--- config.mk ---
export PLATFORM = sky130hd
export DESIGN_NAME = out_buff
export DESIGN_NICKNAME = d
export VERILOG_FILES = /design/src/rtl/out_buff.sv
export SDC_FILE = /design/constraint.sdc
export NUM_CORES = 1
export LEC_CHECK = 0
export BUFFER_PORTS_ARGS = -buffer_cell sky130_fd_sc_hd__buf_2
export CAP_MARGIN = 20
export CORE_MARGIN = 5
export CORE_UTILIZATION = 35
export CTS_BUF_LIST = sky130_fd_sc_hd__clkbuf_16
export CTS_CLUSTER_DIAMETER = 30
export DETAILED_ROUTE_END_ITERATION = 8
export GPL_ROUTABILITY_DRIVEN = 0
export MAX_ROUTING_LAYER = met4
export PLACE_DENSITY = 0.51
export SYNTH_ARGS = -nofsm -noshare
export SYNTH_HDL_FRONTEND = slang
export SYNTH_SLANG_ARGS = --single-unit
--- constraint.sdc ---
create_clock -name clk -period 2.5 [get_ports clk]
set_input_delay 0.125 -clock clk [delete_from_list [all_inputs] [get_ports clk]]
set_output_delay 0.125 -clock clk [all_outputs]
set_load 0.1 [all_outputs]
--- src/rtl/out_buff.sv ---
// out_buff: captures 32-bit FPU results and sends each one MSB-first as byte transfers to the UART.
// Define OUT_BUFF_HEADER_EN to put HEADER_BYTE in front of every frame.
module out_buff #(
  parameter int         NUM_BYTES   = 4,
  parameter logic [7:0] HEADER_BYTE = 8'hA5
) (
  input  logic        clk,
  input  logic        rst,
  input  logic [31:0] res_data,
  input  logic        res_valid,
  input  logic        tx_busy,
  output logic        tx_start,
  output logic [7:0]  tx_data,
  output logic        busy,
  output logic        overflow,
  output logic [7:0]  bulbs
);

  typedef enum logic [1:0] {
    IDLE    = 2'd0,
    SEND    = 2'd1,
    WAIT_HI = 2'd2,
    WAIT_LO = 2'd3
  } state_t;

`ifdef OUT_BUFF_HEADER_EN
  localparam logic [2:0] LAST = 3'(NUM_BYTES);
`else
  localparam logic [2:0] LAST = 3'(NUM_BYTES - 1);
  logic [7:0] w_unused_hdr;
  assign w_unused_hdr = HEADER_BYTE;
`endif

  state_t      r_state, w_state_n;
  logic [31:0] r_sh, w_sh_n;
  logic [31:0] r_pend, w_pend_n;
  logic        r_pv, w_pv_n;
  logic [2:0]  r_cnt, w_cnt_n;
  logic        r_start, w_start_n;
  logic [7:0]  r_data, w_data_n;
  logic [7:0]  r_bulbs, w_bulbs_n;
  logic        r_ovf, w_ovf_n;
  logic [7:0]  w_cur;
  logic        w_load_new;
  logic        w_shift;

`ifdef OUT_BUFF_HEADER_EN
  // The header occupies slot 0; sh only starts shifting after slot 1
  assign w_cur   = (r_cnt == 3'd0) ? HEADER_BYTE : r_sh[31:24];
  assign w_shift = (r_cnt != 3'd0);
`else
  assign w_cur   = r_sh[31:24];
  assign w_shift = 1'b1;
`endif

  assign w_load_new = (r_state == IDLE) && !r_pv && res_valid;

  always_comb begin
    w_state_n = r_state;
    w_sh_n    = r_sh;
    w_pend_n  = r_pend;
    w_pv_n    = r_pv;
    w_cnt_n   = r_cnt;
    w_start_n = 1'b0;
    w_data_n  = r_data;
    w_bulbs_n = r_bulbs;
    w_ovf_n   = r_ovf;
    unique case (r_state)
      IDLE: begin
        if (r_pv) begin
          w_sh_n    = r_pend;
          w_pv_n    = 1'b0;
          w_cnt_n   = 3'd0;
          w_state_n = SEND;
        end else if (res_valid) begin
          w_sh_n    = res_data;
          w_cnt_n   = 3'd0;
          w_state_n = SEND;
        end
      end
      SEND: begin
        if (!tx_busy) begin
          w_start_n = 1'b1;
          w_data_n  = w_cur;
          w_bulbs_n = w_cur;
          w_state_n = WAIT_HI;
        end
      end
      WAIT_HI: begin
        if (tx_busy) w_state_n = WAIT_LO;
      end
      WAIT_LO: begin
        if (!tx_busy) begin
          if (r_cnt == LAST) begin
            w_state_n = IDLE;
          end else begin
            w_cnt_n   = r_cnt + 3'd1;
            if (w_shift) w_sh_n = {r_sh[23:0], 8'h00};
            w_state_n = SEND;
          end
        end
      end
      default: w_state_n = IDLE;
    endcase
    // A slot freed by IDLE this cycle can take the new result at once
    if (res_valid && !w_load_new) begin
      if (!w_pv_n) begin
        w_pend_n = res_data;
        w_pv_n   = 1'b1;
      end else begin
        w_ovf_n  = 1'b1;
      end
    end
  end

  always_ff @(posedge clk or posedge rst) begin
    if (rst) begin
      r_state <= IDLE;
      r_sh    <= '0;
      r_pend  <= '0;
      r_pv    <= 1'b0;
      r_cnt   <= '0;
      r_start <= 1'b0;
      r_data  <= '0;
      r_bulbs <= '0;
      r_ovf   <= 1'b0;
    end else begin
      r_state <= w_state_n;
      r_sh    <= w_sh_n;
      r_pend  <= w_pend_n;
      r_pv    <= w_pv_n;
      r_cnt   <= w_cnt_n;
      r_start <= w_start_n;
      r_data  <= w_data_n;
      r_bulbs <= w_bulbs_n;
      r_ovf   <= w_ovf_n;
    end
  end

  assign tx_start = r_start;
  assign tx_data  = r_data;
  assign bulbs    = r_bulbs;
  assign overflow = r_ovf;
  assign busy     = (r_state != IDLE) || r_pv;

endmodule

==> impl_results.md, run 1 <==
- Result of the run: finished, final reports clean
- FF/Latch Area: about 0.0020 mm²
- Last element of the critical path: r_sh[18]
- Most frequent standard cell in the layout excluding fill and tap cells: sky130_fd_sc_hd__dfrtp_1
- Largest net degree at the start of global routing: 52
- Area Overhead vs Synth: 16.8%
- Setup crit end kind: flip-flop
- Post-synthesis share of cell area spent on and, or, nand and nor gates: under 10%
- Post-route setup TNS: 0 ns
- Remaining global-route overflow: 0
- Net count after synthesis: around 350
- DRC Markers: 0
- Maximum clock frequency: roughly 0.5 GHz
- Setup crit start: r_state[0]
- Worst-case headroom to the max-slew limit: around 58%
- Number of buffers added to fix hold violations after cts: 1
- Length in cells of the worst reg-to-reg path: 6
- Minimum clock period: 2.01 ns
- I/O pins: 55
- Antenna diode count: 0
- Measured slew at the worst slew-check pin: 0.633 ns
- Final Hold Fails: 0
- Share of Yosys cell area claimed by the top area cell type: between 50 and 60%
- Total clock buffers created by CTS: 9
- Kind of start point of the critical path: flip-flop
- Max Clock Skew: around 0.0074 ns
- Worst min path class: input pin to flip-flop
- Via count: ~2300
- Yosys synthesis warning count: 0
- Top library cells by usage in the layout, fill and taps aside: sky130_fd_sc_hd__dfrtp_1, sky130_fd_sc_hd__buf_2, sky130_fd_sc_hd__mux2_2
- Remaining antenna violation count after routing: 0
- Global-route total usage across every layer: around an eighth
- Max-slew violation count: 0
- Post-synthesis cell type with the largest combined area: sky130_fd_sc_hd__dfrtp_1
- Average wire length per cell after detail routing: around 15 µm
- Area of the core region: ~0.011 mm²
- Crit-path max FO: 35
- Mapped Area: roughly 0.0039 mm²
- Ratio of final minimum period to clock period: 80.4%
- R2r endpoint: r_sh[18]
- Mean number of vias per cell: 4.73
- Kind of critical path: flip-flop to flip-flop
- Top cells by area, synth: sky130_fd_sc_hd__dfrtp_1, sky130_fd_sc_hd__mux2_2, sky130_fd_sc_hd__mux2_4, sky130_fd_sc_hd__mux2i_1, sky130_fd_sc_hd__o21ai_0
- Data arrival at the endpoint of the critical path: between 2 and 2.5 ns
- Smallest hold slack: 0.0437 ns
- R2R setup slack: 0.49 ns
- Setup Fix Bufs, Post-CTS: 0
- Clock tree root driver cell: sky130_fd_sc_hd__clkbuf_16
- Adder-Cell Fraction of Synth Area: under 10%
- Register bit count reported by yosys: 80
- Vias in the first global route: roughly 2500
- Vertical die dimension: 116 µm
- Post-cts repair resize count: 0
- Fillcell total: between 1000 and 1500
- Share of the synthesized area in compound gates (AO/OA/AOI/OAI): approximately 4.5%
- Drt total wl: between 7 and 8 mm
- CTS tree: built
- RSZ-0062 raised after global routing: false
- Number of placement rows: 38
- First-pass GRT wire length: about 13 mm
- Clock buffer depth: 2
- Average footprint of a synthesized cell: about 13 µm²
- Clock slew at the register clock pins of the worst setup and hold paths: around 0.060 ns
- Distinct cell type count after synthesis: 24
- First-pass iteration count of the detailed router: 4
- Final layout net count: between 300 and 400
- Count of maximum capacitance violations: 0
- Share of cell area taken by muxes after synthesis: about 32%
- IO Port Bufs: 54
- Startpoint of the worst-slack reg-to-reg timing path: r_state[0]
- Synthesized netlist cell count: between 300 and 400
- Parity-gate share of the synthesized area counting xor and xnor cells: 0%
- Number of H-tree levels: 3
- Num Clock Sinks: 80
- Die outline area: 0.0135 mm²
- Die width: ~120 µm
- Number of antenna violations at the first check in global routing: 0
- Combinational family with the most area after synthesis: multiplexers
- Placed wire-length estimate: about 5 mm
- Fraction of final layout cells sized beyond drive strength 1: between 40% and 50%
- Setup-violating endpoint count in the final report: 0
- Initial core utilization: between 30% and 40%
- Clock latency of the later-clocked register in the worst-skew pair: roughly 0.32 ns
- Register area share after synthesis: about half
- Multi-input combinational cell area: around 0.0017 mm²
- Number of DRC markers in iteration 0: between 70 and 80
- Required arrival time at the worst endpoint: about 2.7 ns
[how the worst min path moves through the flow]
stage / from / endpoint / slack (ns) / depth (start not counted)
after floorplan: res_valid / r_pv / 0.26 / 2
after global placement: rst / tx_start / 0.23 / 2
after detailed placement: rst / tx_start / 0.24 / 2
after CTS: res_data[4] / r_pend[4] / 0.03 / 2
after global routing: res_data[4] / r_pend[4] / 0.04 / 2
final: res_data[4] / r_pend[4] / 0.04 / 2
[cells by family after synthesis]
| kind of cell | Yosys count |
|---|---|
| fa+ha+maj | 7 |
| simple gates | 45 |
| mux | 108 |
| compound gates | 32 |
| buf+inv | 33 |
| flops | 80 |
[cell usage after synthesis]
master                       n
sky130_fd_sc_hd__dfrtp_1    80
sky130_fd_sc_hd__or3b_4      1
sky130_fd_sc_hd__o211a_1     1
sky130_fd_sc_hd__buf_2       6
sky130_fd_sc_hd__o211ai_1    1
sky130_fd_sc_hd__buf_6       5
sky130_fd_sc_hd__mux2_2     46
sky130_fd_sc_hd__nor2_1     10
sky130_fd_sc_hd__nor2b_1     2
sky130_fd_sc_hd__nand2_1    26
sky130_fd_sc_hd__clkbuf_1    8
sky130_fd_sc_hd__o21bai_1    1
sky130_fd_sc_hd__mux2i_1    34
sky130_fd_sc_hd__ha_1        7
sky130_fd_sc_hd__nor3b_1     1
sky130_fd_sc_hd__nand3_1     1
sky130_fd_sc_hd__or2_2       1
sky130_fd_sc_hd__a2bb2oi_1   1
sky130_fd_sc_hd__buf_4       8
sky130_fd_sc_hd__mux2_4     28
sky130_fd_sc_hd__a211o_1     1
sky130_fd_sc_hd__nand2b_1    3
sky130_fd_sc_hd__o21ai_0    27
sky130_fd_sc_hd__inv_1       6
[critical path: stages (launching register included)]
cell and delay (ns):
sky130_fd_sc_hd__dfrtp_1 0.40, sky130_fd_sc_hd__inv_1 0.14, sky130_fd_sc_hd__ha_1 0.27, sky130_fd_sc_hd__or3b_4 0.41, sky130_fd_sc_hd__o211a_2 0.14, sky130_fd_sc_hd__buf_12 0.20, sky130_fd_sc_hd__mux2_4 0.32
[stage by stage]
| step | cells | setup WS, ns | instance area (µm²) | util (%) |
|---|---|---|---|---|
| finish | 494 | 0.491 | 4600 | 42.1 |
| floorplan | 305 | 0.0546 | 3940 | - |
| global route | 494 | 0.405 | 4600 | 42.1 |
| global placement | 479 | 0.542 | 4290 | 39.3 |
| detailed placement | 479 | 0.492 | 4290 | 39.3 |
| CTS | 494 | 0.495 | 4600 | 42.1 |
[flip-flops by register name, summed over array words and instances, names as in the netlist]
name,count
r_sh,32
r_cnt,3
r_pend,32
tx_start,1
r_state,2
r_pv,1
overflow,1
bulbs,8
[layout make-up]
cell class	instances	share of cell area, %
Multi-Input combinational cell	192	37.9
Timing Repair Buffer	62	7.77
Clock inverter	5	1.66
Sequential cell	80	43.5
Clock buffer	9	4.89
Tap cell	140	3.80
Inverter	6	0.516
[per-layer routing]
metal	part of all wire [%]	wire [µm]	up-vias	track usage [%]
met1	49	3640	1145	16.3
met4	0.85	63	0	3.48
met3	4.0	294	7	3.16
li1	-	-	1142	-
met5	0	0	-	-
met2	46	3400	45	18.7
Power of run 1 is not shown: default switching activity piles up to over one toggle a cycle in this logic, so the estimate is an artifact.
==> inputs of run 2 (changes only) <==
==> constraint.sdc (replaced) <==
create_clock -name clk -period 1.9 [get_ports clk]
set_input_delay 0.095 -clock clk [delete_from_list [all_inputs] [get_ports clk]]
set_output_delay 0.095 -clock clk [all_outputs]
set_load 0.1 [all_outputs]
==> run 2 against run 1 <==
Global-route usage increased by 0.057 points; register-to-register slack got worse by 0.41 ns; via count increased by 0.34%; sequential cell count unchanged; core utilization increased by 1.3 points; cell area increased by 3.2%; non-clock buffer count increased by 6; first-iteration DRC count increased by 9.6%; worst setup slack got worse by 0.41 ns; die area unchanged; critical path depth unchanged; sequential share of layout area decreased by 1.3 points; critical path type unchanged.
==> impl_results.md, run 2 (synthesis gave the netlist of run 1 again) <==
- Placed cells: 484 (+1.0%)
- Fraction of final layout cells sized beyond drive strength 1: 45.4% (+2.2 points)
- Number of H-tree levels: 3 (unchanged)
- Number of DRC markers in iteration 0: 80 (+9.6%)
- Clock buffer depth: 2 (unchanged)
- Multi-input combinational cell area: 0.00178 mm² (+1.9%)
- Total clock buffers created by CTS: 9 (unchanged)
- Remaining global-route overflow: 0 (unchanged)
- I/O pins: 55 (unchanged)
- Setup-violating endpoint count in the final report: 0 (unchanged)
- Crit-path max FO: 6 (-83%)
- Antenna diode count: 0 (unchanged)
- Measured slew at the worst slew-check pin: 0.488 ns (-0.145 ns)
- R2R setup slack: 0.08 ns (-0.41 ns)
- Vertical die dimension: 116 µm (unchanged)
- CTS tree: built
- Final layout net count: 400 (+1.5%)
- Slowest CP cell: sky130_fd_sc_hd__or3b_4
- RSZ-0062 raised after global routing: false
- Minimum clock period: 1.82 ns (-0.185 ns)
- Clock latency of the later-clocked register in the worst-skew pair: 0.33 ns (about the same)
- DRC Markers: 0 (unchanged)
- Clock slew at the register clock pins of the worst setup and hold paths: 0.06 ns (about the same)
- Number of antenna violations at the first check in global routing: 0 (unchanged)
- Post-layout instance count excluding filler cells: 501 (+1.4%)
- First-pass GRT wire length: 12.5 mm (+0.34%)
- Post-layout util: 43.4% (+1.3 points)
- IO Port Bufs: 54 (unchanged)
- Number of placement rows: 38 (unchanged)
- Fillcell total: 1050 (-0.19%)
- Post-route setup TNS: 0 ns (unchanged)
- Num Clock Sinks: 80 (unchanged)
- Final Hold Fails: 0 (unchanged)
- Kind of start point of the critical path: flip-flop
- Sequence of cells on the critical path: inv_1 -> ha_4 -> or3b_4 -> o211a_4 -> buf_4 -> mux2_4
- Clock tree root driver cell: sky130_fd_sc_hd__clkbuf_16
- Average wire length per cell after detail routing: 14.8 µm (-1.3%)
- Area Overhead vs Synth: 20.5%
- Setup crit end kind: flip-flop
- Mean number of vias per cell: 4.68 (-1.1%)
- Max-slew violation count: 0 (unchanged)
- Ratio of final minimum period to clock period: 96.0% (+16 points)
- Largest net degree at the start of global routing: 81 (+56%)
- Via count: 2347 (+0.34%)
- Placed wire-length estimate: 5.03 mm (+0.16%)
- Worst-case headroom to the max-slew limit: 67.7% (+9.9 points)
- Required arrival time at the worst endpoint: 2.11 ns (-0.60 ns)
- Cell family with most CP delay: simple AND/OR/NAND/NOR gates
- Area of the core region: 0.0109 mm² (unchanged)
- FF/Latch Area: 0.00200 mm² (unchanged)
- Worst path buffer plus inverter count: 2 (unchanged)
- Kind of critical path: flip-flop to flip-flop
- Most frequent standard cell in the layout excluding fill and tap cells: sky130_fd_sc_hd__dfrtp_1
- Die outline area: 0.0135 mm² (unchanged)
- Die width: 116 µm (unchanged)
- Maximum single-stage delay on the critical path: 0.39 ns (-0.02 ns)
- Count of maximum capacitance violations: 0 (unchanged)
- Vias in the first global route: 2451 (-0.53%)
- First-pass iteration count of the detailed router: 4 (unchanged)
- Result of the run: finished, final reports clean
- Remaining antenna violation count after routing: 0 (unchanged)
- Worst min path class: input pin to flip-flop
- Max Clock Skew: 0.00365 ns (-0.00374 ns)
- Global-route total usage across every layer: 12.3% (+0.057 points)
- Drt total wl: 7.41 mm (about the same)
- Maximum clock frequency: 0.548 GHz (+10%)
- Top library cells by usage in the layout, fill and taps aside: sky130_fd_sc_hd__dfrtp_1, sky130_fd_sc_hd__buf_2, sky130_fd_sc_hd__mux2_2
- Data arrival at the endpoint of the critical path: 2.04 ns (-0.17 ns)
- Initial core utilization: 36.0% (unchanged)
==> run 2: final timing paths <==
path	from	to	depth (start not counted)
worst max register to register	r_state[1]	r_cnt[0]	6
max in group asynchronous	rst	r_pv	4
worst max-delay path	r_state[1]	r_cnt[0]	6
min in group asynchronous	rst	tx_start	4
worst min-delay path	res_data[13]	r_pend[13]	2
worst min register to register	overflow	overflow	1
==> run 2: layout make-up <==
cell class	instances	area share (%)
Clock buffer	9	4.74
Clock inverter	6	1.63
Inverter	6	0.553
Multi-Input combinational cell	192	37.4
Sequential cell	80	42.2
Tap cell	140	3.69
Timing Repair Buffer	68	9.85
==> run 2: per-stage QoR <==
| stage | hold slack (ns) | setup WS, ns | instance area, µm² |
|---|---|---|---|
| after global placement | 0.255 | 0.0430 | 4420 |
| after detailed placement | 0.257 | 0.0348 | 4420 |
| after CTS | 0.00256 | 0.0119 | 4740 |
| after floorplan | 0.234 | 0.0250 | 3970 |
| after global routing | 0.00201 | 0.0126 | 4750 |
| final | 0.0109 | 0.0761 | 4750 |
==> run 2: routing by layer <==
metal	vias to the layer above	part of all wire, %	track usage, %
li1	1155	-	-
met1	1137	48	16.8
met2	49	47	18.3
met3	6	4.2	3.73
met4	0	0.85	2.86
met5	-	0	-
==> run 2: what timing repair did <==
action                                  in CTS  in global routing
hold buffers                                 1                  0
setup buffers                                0                  1
endpoints found under the setup margin       0                 33
hold endpoints to repair                    80                  0
resized for setup                            0                  2
Power of run 2 is left out for the same reason.
==> inputs of run 3 (changes only) <==
--- a/config.mk
+++ b/config.mk
@@ -5,16 +5,18 @@
 export SDC_FILE = /design/constraint.sdc
 export NUM_CORES = 1
 export LEC_CHECK = 0
+export ABC_AREA = 1
 export BUFFER_PORTS_ARGS = -buffer_cell sky130_fd_sc_hd__buf_2
 export CAP_MARGIN = 20
+export CORE_ASPECT_RATIO = 0.6
 export CORE_MARGIN = 5
-export CORE_UTILIZATION = 35
+export CORE_UTILIZATION = 38
 export CTS_BUF_LIST = sky130_fd_sc_hd__clkbuf_16
 export CTS_CLUSTER_DIAMETER = 30
 export DETAILED_ROUTE_END_ITERATION = 8
 export GPL_ROUTABILITY_DRIVEN = 0
 export MAX_ROUTING_LAYER = met4
-export PLACE_DENSITY = 0.51
+export PLACE_DENSITY = 0.55
 export SYNTH_ARGS = -nofsm -noshare
 export SYNTH_HDL_FRONTEND = slang
 export SYNTH_SLANG_ARGS = --single-unit
==> run 3 against run 2 <==
Global-route usage increased by 4.3 points; synthesized cell count increased by 83%; critical endpoint is now r_sh[15]; sequential share of layout area decreased by 0.30 points; worst setup slack improved by 0.12 ns; cell area increased by 0.66%; via count increased by 45%; fmax increased by 7.1%; clock skew increased by 0.0011 ns; worst hold slack about the same; largest cell class unchanged; register-to-register slack improved by 0.12 ns.
==> impl_results.md, run 3 <==
- Slowest CP cell: sky130_fd_sc_hd__dfrtp_1
- Most frequent cells after synthesis: sky130_fd_sc_hd__nand2_1, sky130_fd_sc_hd__dfrtp_1, sky130_fd_sc_hd__inv_1
- Global-route total usage across every layer: 16.6% (+4.3 points)
- First-pass iteration count of the detailed router: 4 (unchanged)
- Final Hold Fails: 0 (unchanged)
- Distinct cell type count after synthesis: 22 (-8.3%)
- Smallest hold slack: 0.0112 ns (+0.000240 ns)
- I/O pins: 55 (unchanged)
- Adder-Cell Fraction of Synth Area: 2.15% (-0.072 points)
- Worst-case headroom to the max-slew limit: 54.9% (-13 points)
- Remaining antenna violation count after routing: 0 (unchanged)
- Vias in the first global route: 3489 (+42%)
- Post-route setup TNS: 0 ns (unchanged)
- Largest net degree at the start of global routing: 65 (-20%)
- Dominant synthesized flop cell: sky130_fd_sc_hd__dfrtp_1
- Peak ir drop on the vdd network: about 920 µV
- Maximum clock frequency: 0.587 GHz (+7.1%)
- Number of placement rows: 29 (-24%)
- Required arrival time at the worst endpoint: 2.17 ns (+0.06 ns)
- Fillcell total: 1056 (+0.57%)
- Antenna diode count: 0 (unchanged)
- Die width: 144 µm (+24%)
- Synthesized netlist cell count: 558 (+83%)
- Top cells by area, synth: sky130_fd_sc_hd__dfrtp_1, sky130_fd_sc_hd__nand2_1, sky130_fd_sc_hd__inv_1, sky130_fd_sc_hd__o21ai_1, sky130_fd_sc_hd__nand3_1
- Final layout net count: 648 (+62%)
- Share of Yosys cell area claimed by the top area cell type: 49.1% (-1.7 points)
- Yosys synthesis warning count: 0 (unchanged)
- Crit-path max FO: 35 (+29)
- Post-cts repair resize count: 0 (unchanged)
- Post-layout util: 45.4% (+2.0 points)
- Register bit count reported by yosys: 80 (unchanged)
- Register area share after synthesis: 49.1% (-1.7 points)
- Data arrival at the endpoint of the critical path: 1.97 ns (-0.07 ns)
- Remaining global-route overflow: 0 (unchanged)
- Number of DRC markers in iteration 0: 170 (+110%)
- Kind of critical path: flip-flop to flip-flop
- Sequence of cells on the critical path: inv_1 -> ha_1 -> nand3_4 -> nand3_2 -> buf_4 -> nand2_1 -> nand2_1
- Area of the core region: 0.0105 mm² (-3.8%)
- Clock tree root driver cell: sky130_fd_sc_hd__clkbuf_16
- Total clock buffers created by CTS: 9 (unchanged)
- Combinational family with the most area after synthesis: simple AND/OR/NAND/NOR gates
- Count of maximum capacitance violations: 0 (unchanged)
- Length in cells of the worst reg-to-reg path: 7 (+1)
- Clock slew at the register clock pins of the worst setup and hold paths: 0.06 ns (about the same)
- Depth of the critical timing path with buffers and inverters included: 7 (+1)
- Die outline area: 0.0130 mm² (-3.9%)
- Parity-gate share of the synthesized area counting xor and xnor cells: 0% (unchanged)
- Post-synthesis share of cell area spent on and, or, nand and nor gates: 32.0% (+27 points)
- Max Clock Skew: 0.00472 ns (+0.00108 ns)
- Maximum single-stage delay on the critical path: 0.41 ns (+0.02 ns)
- Kind of start point of the critical path: flip-flop
- Number of H-tree levels: 3 (unchanged)
- R2R setup slack: 0.20 ns (+0.12 ns)
- Clock buffer depth: 2 (unchanged)
- CTS tree: built
- Post-synth EDFFs: 0 (unchanged)
- Share of the synthesized area in compound gates (AO/OA/AOI/OAI): 5.47% (+0.96 points)
- Result of the run: finished, final reports clean
- First-pass GRT wire length: 16.9 mm (+35%)
- Placed wire-length estimate: 6.72 mm (+34%)
- Setup-violating endpoint count in the final report: 0 (unchanged)
- Average footprint of a synthesized cell: 7.30 µm² (-44%)
- Pwr Density: approximately 2000 mW/mm²
- Worst slack, placed: 0.206 ns (+0.171 ns)
- Average wire length per cell after detail routing: 13.0 µm (-12%)
- Worst path buffer plus inverter count: 2 (unchanged)
- Last element of the critical path: r_sh[15]
- Most frequent standard cell in the layout excluding fill and tap cells: sky130_fd_sc_hd__nand2_1
- Cell leakage power: approximately 2.8 nW
- Max-slew violation count: 0 (unchanged)
- Number of antenna violations at the first check in global routing: 0 (unchanged)
- Fraction of final layout cells sized beyond drive strength 1: 15.2% (-30 points)
- Setup crit end kind: flip-flop
- Vertical die dimension: 90.2 µm (-22%)
- Mapped Area: 0.00407 mm² (+3.4%)
- Minimum setup slack in the final design: 0.197 ns (+0.120 ns)
- Cell family with most CP delay: buffers and inverters
- Minimum clock period: 1.70 ns (-0.120 ns)
- Library cell appearing most often on the critical path: sky130_fd_sc_hd__nand2_1
- Setup crit start: r_state[0]
- Drt total wl: 9.71 mm (+31%)
- IO Port Bufs: 54 (unchanged)
- Via count: 3400 (+45%)
- Measured slew at the worst slew-check pin: 0.675 ns (+0.187 ns)
- Clock latency of the later-clocked register in the worst-skew pair: 0.33 ns (about the same)
- Num Clock Sinks: 80 (unchanged)
- R2r endpoint: r_sh[15]
- Worst min path class: input pin to flip-flop
- Ratio of final minimum period to clock period: 89.7% (-6.3 points)
- Top library cells by usage in the layout, fill and taps aside: sky130_fd_sc_hd__nand2_1, sky130_fd_sc_hd__dfrtp_1, sky130_fd_sc_hd__inv_1
- Share of cell area taken by muxes after synthesis: 0% (-32 points)
- Area Overhead vs Synth: 17.4%
- DRC Markers: 0 (unchanged)
- Startpoint of the worst-slack reg-to-reg timing path: r_state[0]
- Mean number of vias per cell: 4.54 (-3.1%)
- Post-synthesis cell type with the largest combined area: sky130_fd_sc_hd__dfrtp_1
- RSZ-0062 raised after global routing: false
- Share of async-settable or async-resettable flops after synthesis: 100% (unchanged)
- Initial core utilization: 38.7% (+2.7 points)
- Net count after synthesis: 601 (+73%)
- Most repeated cell in the gate-level netlist after synthesis: sky130_fd_sc_hd__nand2_1
-- run 3: cell count changes after synthesis, sizes merged, moves of 8 or more --
cell   delta
nor2     +10
mux2i    -34
nand2   +247
mux2     -74
buf       +8
inv      +62
o21ai    +15
nand3    +27
-- run 3: layout make-up --
| type | count | area, µm² | area share (%) |
|---|---|---|---|
| Clock inverter | 7 | 62.6 | 1.31 |
| Tap cell | 139 | 174 | 3.64 |
| Inverter | 69 | 263 | 5.49 |
| Multi-Input combinational cell | 376 | 1610 | 33.7 |
| Timing Repair Buffer | 69 | 443 | 9.26 |
| Sequential cell | 80 | 2000 | 41.9 |
| Clock buffer | 9 | 225 | 4.71 |
-- run 3: worst min-delay path by stage --
stage                            from          to  slack (ns)  cells past startpoint
after floorplan             res_valid        r_pv        0.20                      2
after global placement            rst  r_pend[11]        0.23                      2
after detailed placement          rst  r_pend[12]        0.23                      2
after CTS                   res_valid        r_pv      0.0001                      3
after global routing      res_data[2]   r_pend[2]       0.008                      3
final                     res_data[5]   r_pend[5]        0.01                      3
-- run 3: logic make-up (layout without fill, tap and decap cells) --
logic type               count (synthesis)  count (layout)
adder cells (fa/ha/maj)                  7               7
buffers and inverters                  102             154
AND/OR/NAND/NOR                        325             325
flip-flops                              80              80
AO/OA/AOI/OAI                           44              44
-- run 3: worst reg2reg max path, stage by stage (launching register included) --
cell and delay, ns:
sky130_fd_sc_hd__dfrtp_1 0.41, sky130_fd_sc_hd__inv_1 0.15, sky130_fd_sc_hd__ha_1 0.29, sky130_fd_sc_hd__nand3_4 0.14, sky130_fd_sc_hd__nand3_2 0.11, sky130_fd_sc_hd__buf_4 0.34, sky130_fd_sc_hd__nand2_1 0.13, sky130_fd_sc_hd__nand2_1 0.08
-- run 3: routing by layer --
layer | GRT usage, % | wire, µm | up-vias
met3 | 3.98 | 565 | 2
met4 | 3.84 | 31 | 0
met2 | 23.9 | 4070 | 66
met1 | 23.7 | 5040 | 1563
met5 | - | 0 | -
li1 | - | - | 1769
-- run 3: power breakdown --
group	total (mW)	internal, mW	switching [mW]
Combinational	5.00	1.42	3.59
Sequential	2.91	2.50	0.413
Clock	1.70	1.01	0.691
-- run 3: through the flow --
stage | cells | area, µm² | power, mW
after global placement | 730 | 4460 | 7.86
after floorplan | 558 | 4080 | 6.98
after global routing | 749 | 4780 | 10.5
after CTS | 749 | 4780 | 9.74
after detailed placement | 730 | 4460 | 8.00
final | 749 | 4780 | 9.61
-- run 3: repair_timing --
item,4_1_cts,5_1_grt
buffers inserted,0,0
hold buffers,3,0
setup endpoints to repair,0,0
endpoints found under the hold margin,28,0
No activity file was read; power rests on OpenSTA's default activity.
